===== config.mk =====
export PLATFORM = sky130hd
export DESIGN_NAME = softmax_seq_ctrl
export DESIGN_NICKNAME = d
export VERILOG_FILES = /design/src/rtl/softmax_seq_ctrl.sv
export SDC_FILE = /design/constraint.sdc
export NUM_CORES = 1
export LEC_CHECK = 0
export CAP_MARGIN = 20
export CORE_MARGIN = 5
export CORE_UTILIZATION = 45
export CTS_CLUSTER_SIZE = 25
export DETAILED_ROUTE_END_ITERATION = 12
export GPL_ROUTABILITY_DRIVEN = 0
export GPL_TIMING_DRIVEN = 0
export PLACE_DENSITY = 0.74
export SYNTH_ARGS = -nofsm -noshare
export SYNTH_HDL_FRONTEND = slang
export SYNTH_SLANG_ARGS = --single-unit

===== constraint.sdc =====
create_clock -name clk -period 5.45 [get_ports clk]
set_clock_uncertainty 0.2 [all_clocks]
set_input_delay 1.09 -clock clk [delete_from_list [all_inputs] [get_ports clk]]
set_output_delay 1.09 -clock clk [all_outputs]
set_load 0.01 [all_outputs]

===== src/rtl/softmax_seq_ctrl.sv =====
// rtl/softmax_seq_ctrl.sv - load/run/drain sequencer around the pseudo_softmax core
// Define SOFTMAX_ARGMAX_EN to add the argmax output port and its tracking logic.
module softmax_seq_ctrl #(
  parameter int N_ELEM   = 4,
  parameter int DW       = 3,
  parameter int CORE_LAT = 1
) (
  input  logic          clk,
  input  logic          rst_n,
  input  logic          flush,
  input  logic          in_valid,
  input  logic [DW-1:0] in_data,
  output logic          in_ready,
  output logic [DW-1:0] core_in,
  input  logic [2:0]    core_mant,
  input  logic [2:0]    core_exp,
  output logic          out_valid,
  input  logic          out_ready,
  output logic [2:0]    out_mant,
  output logic [2:0]    out_exp,
  output logic [2:0]    out_idx,
  output logic          out_last,
  output logic          busy
`ifdef SOFTMAX_ARGMAX_EN
  ,
  output logic [2:0]    argmax
`endif
);
  typedef enum logic [1:0] {LOAD, RUN, OUT} state_t;

  localparam logic [3:0] RC_LAST  = 4'(N_ELEM - 1 + CORE_LAT);
  localparam logic [2:0] IDX_LAST = 3'(N_ELEM - 1);

  state_t        state;
  logic [2:0]    ld_cnt;
  logic [3:0]    rc;
  logic [DW-1:0] max_r;
  logic [DW-1:0] elem     [8];
  logic [2:0]    res_mant [8];
  logic [2:0]    res_exp  [8];
  logic [2:0]    cap_idx;
  logic [2:0]    nxt_idx;
  logic [2:0]    rc_idx;

  assign in_ready = (state == LOAD);
  assign busy     = (state != LOAD);
  assign cap_idx  = 3'(rc - 4'(CORE_LAT));
  assign nxt_idx  = out_idx + 3'd1;
  assign rc_idx   = rc[2:0];

  // Driven straight from registers so a zero-latency core sees it in the same rc cycle.
  assign core_in = (state == RUN && rc < 4'(N_ELEM)) ? (max_r - elem[rc_idx]) : '0;

  always_ff @(posedge clk) begin
    if (!rst_n || flush) begin
      state     <= LOAD;
      ld_cnt    <= '0;
      rc        <= '0;
      max_r     <= '0;
      out_valid <= 1'b0;
      out_mant  <= '0;
      out_exp   <= '0;
      out_idx   <= '0;
      out_last  <= 1'b0;
      for (int i = 0; i < 8; i++) begin
        elem[i]     <= '0;
        res_mant[i] <= '0;
        res_exp[i]  <= '0;
      end
`ifdef SOFTMAX_ARGMAX_EN
      argmax <= '0;
`endif
    end else begin
      case (state)
        LOAD: begin
          if (in_valid) begin
            elem[ld_cnt] <= in_data;
            // First accept reloads the max so a stale value from the last vector cannot win.
            if (ld_cnt == '0 || in_data > max_r) begin
              max_r <= in_data;
`ifdef SOFTMAX_ARGMAX_EN
              argmax <= ld_cnt;
`endif
            end
            if (ld_cnt == IDX_LAST) begin
              ld_cnt <= '0;
              rc     <= '0;
              state  <= RUN;
            end else begin
              ld_cnt <= ld_cnt + 3'd1;
            end
          end
        end
        RUN: begin
          if (int'(rc) >= CORE_LAT) begin
            res_mant[cap_idx] <= core_mant;
            res_exp[cap_idx]  <= core_exp;
          end
          if (rc == RC_LAST) begin
            rc        <= '0;
            state     <= OUT;
            out_valid <= 1'b1;
            out_mant  <= res_mant[0];
            out_exp   <= res_exp[0];
            out_idx   <= '0;
            out_last  <= 1'b0;
          end else begin
            rc <= rc + 4'd1;
          end
        end
        OUT: begin
          if (out_ready) begin
            if (out_last) begin
              state     <= LOAD;
              out_valid <= 1'b0;
              out_mant  <= '0;
              out_exp   <= '0;
              out_idx   <= '0;
              out_last  <= 1'b0;
            end else begin
              out_idx  <= nxt_idx;
              out_mant <= res_mant[nxt_idx];
              out_exp  <= res_exp[nxt_idx];
              out_last <= (nxt_idx == IDX_LAST);
            end
          end
        end
        default: state <= LOAD;
      endcase
    end
  end
endmodule

==> impl_results.md <==
* Die W at 112.6 um
* Cells after Synth at 379
* Final worst path period share at 0.8156
* Setup TNS at 0 ps
* Max cap viols at 0
* Worst VDD drop at 0.1537 mV
* Syn avg cell area at 12.49 um^2
* Initial Utilization at 0.4607
* FMAX at 225.0 MHz
* Place WS at 1383 ps
* GRT Overall Usage at 0.1642
* Largest net degree at the start of global routing at 17
* CTS tree: built
* Setup crit start kind: flop
* Deepest clock path buffer count at 2
* Overall power at 1361 uW
* Hold Fails Final Rpt at 0
* DP HPWL at 7.374 mm
* Ratio of cells with drive above 1 in the final layout at 0.1085
* CP endpoint kind: output pin
* Leakage at 0.001907 uW
* FFs w/ async S/R, synth at 0
* Final setup fails at 0
* Vias at 3070
* Setup ws final at 1005 ps
* Post-Syn Area at 4735 um^2
* #FFs+latches synth at 98
* Routed Wire Length at 9.806 mm
* IO Count at 30
* CP Class: reg2out
* Outcome: finished clean
* Die outline area at 12670 um^2
* Critical Path RT at 4160 ps
* Setup Buffers After CTS at 0
* P&R area growth vs syn at 13.79%
* Period minus WS final at 4445 ps
* Die Height at 112.6 um
* Clock Sinks at 98
* Leading cell type in the layout, fill and taps excluded: edfxtp_1
* Worst min path class: reg2reg
* Pwr Density at 252.6 nW/um^2
* Slew @ Worst Pin at 927.6 ps
* Post-CTS Hold Fix Bufs at 0
* First-pass DRT Iterations at 4
* WP data arrival at 3150 ps
* N_diodes at 0
* Post-CTS sizing at 0
* Post-synth EDFFs at 72
* Area share of the largest cell type after synthesis at 0.4567
* Vias per cell at 5.482
* WL/cell at 17.51 um
* Placed cells at 544
* Syn Nets at 406
* Core area at 10280 um^2
* H-tree depth at 3
* Top post-synthesis cells by area: edfxtp_1 (46%), dfxtp_1 (11%), and2_1 (8.6%)
* Port Buffers at 29
* Most frequent cells in the layout: edfxtp_1 (72), and2_1 (65), clkdlybuf4s50_1 (29), dfxtp_1 (26), a21oi_1 (25)
* Slew headroom at 0.3751
* Flop-to-flop setup slack at 2620 ps
* Layout Cells excl Fill at 560
* Max-slew violations at 0
* Cell variety after synth at 44
* TritonCTS Buffers at 9
* Post-route ant nets at 0
* Vias in the first global route at 3142
* First-pass GRT wire length at 16.07 mm
* Total congestion overflow at 0
* DRC Markers at 0
* Top_reg_cell synth: edfxtp_1
* First-iteration detailed-routing DRC count at 169
* Crit path max fanout at 6
* Initial antenna violation count at 0
* Sequential area share after synthesis at 0.5666
* Unrepaired setup endpoints after global routing: no
* NumNets Final at 446
* Top cell type by total area after synthesis: edfxtp_1
* Skew-Pair Late Insertion Delay at 370 ps
* Num rows at 37
* FILL cells at 921
* Clock Tree Root: clkbuf_8
* Synth warn at 0
* Clock slew at the register clock pins of the worst setup and hold paths at 90 ps
==> kinds of logic after synthesis <==
| group | synth area share |
|---|---|
| buffers and inverters | 0.02431 |
| XOR/XNOR | 0.01480 |
| flip-flops | 0.5666 |
| AO/OA/AOI/OAI | 0.06475 |
| AND/OR/NAND/NOR | 0.1987 |
| multiplexers | 0.09487 |
| adder cells (fa/ha/maj) | 0.03594 |
==> power breakdown <==
group	total (uW)	leakage [uW]	internal [uW]	switching, uW
combinational	66.7	0.000799	27.5	39.3
clock	465	0.0000966	213	252
sequential	829	0.00101	820	8.47
==> routing by layer <==
layer	global-route usage	part of all wire	wire length, um	vias up
li1	-	-	-	1466
met1	0.1959	0.40	3874	1502
met2	0.2828	0.52	5093	84
met3	0.04690	0.064	625	18
met4	0.05849	0.022	212	0
met5	0	0	0	-
==> critical path: stages, from the launching register on <==
cell and delay (ps):
dfxtp_1 330, buf_6 140, mux4_1 560, mux2_2 290
ha_1 190, fa_1 370, xnor2_1 150, xnor2_1 130
nor2_1 80, clkdlybuf4s50_1 540
==> Yosys cell counts (all sizes together) (12+ instances only) <==
master and count:
edfxtp 72, and2 65, dfxtp 26, a21oi 25
nor2 20, mux4 18, nand2 18, o21ai 18
nor3 17, nand2b 13, ha 12, inv 12
==> registers in the layout, summed over array words and instances (netlist names), named ones only <==
name,cells
state,2
out_idx,3
ld_cnt,3
res_exp,24
rc,4
max_r,3
elem,24
out_valid,1
out_last,1
out_exp,3
out_mant,3
res_mant,24
==> final timing paths <==
| check | startpoint | endpoint | cells past startpoint |
|---|---|---|---|
| hold reg to reg | out_valid | out_valid | 2 |
| setup / recovery | flop | core_in[2] | 9 |
| setup reg to reg | out_idx[0] | out_exp[2] | 8 |
| hold / removal | out_valid | out_valid | 2 |
==> final cells by class <==
| class | count | area (um^2) | share of cell area |
|---|---|---|---|
| Inverter | 13 | 48.80 | 0.009057 |
| Clock inverter | 6 | 65.06 | 0.01208 |
| Multi-Input combinational cell | 256 | 1937 | 0.3595 |
| Sequential cell | 98 | 2683 | 0.4979 |
| Timing Repair Buffer | 29 | 290.3 | 0.05388 |
| Clock buffer | 10 | 127.6 | 0.02369 |
| Buffer | 12 | 66.31 | 0.01231 |
| Tap cell | 136 | 170.2 | 0.03158 |
==> metrics by stage <==
step	utilization	hold slack (ps)	instance area, um^2
detailed placement	0.5055	272.2	5195
global route	0.5242	296.9	5388
floorplan	-	253.9	4735
CTS	0.5242	284.5	5388
finish	0.5242	279.8	5388
global placement	0.5055	275.1	5195
Power figures use the tool's default switching activity.
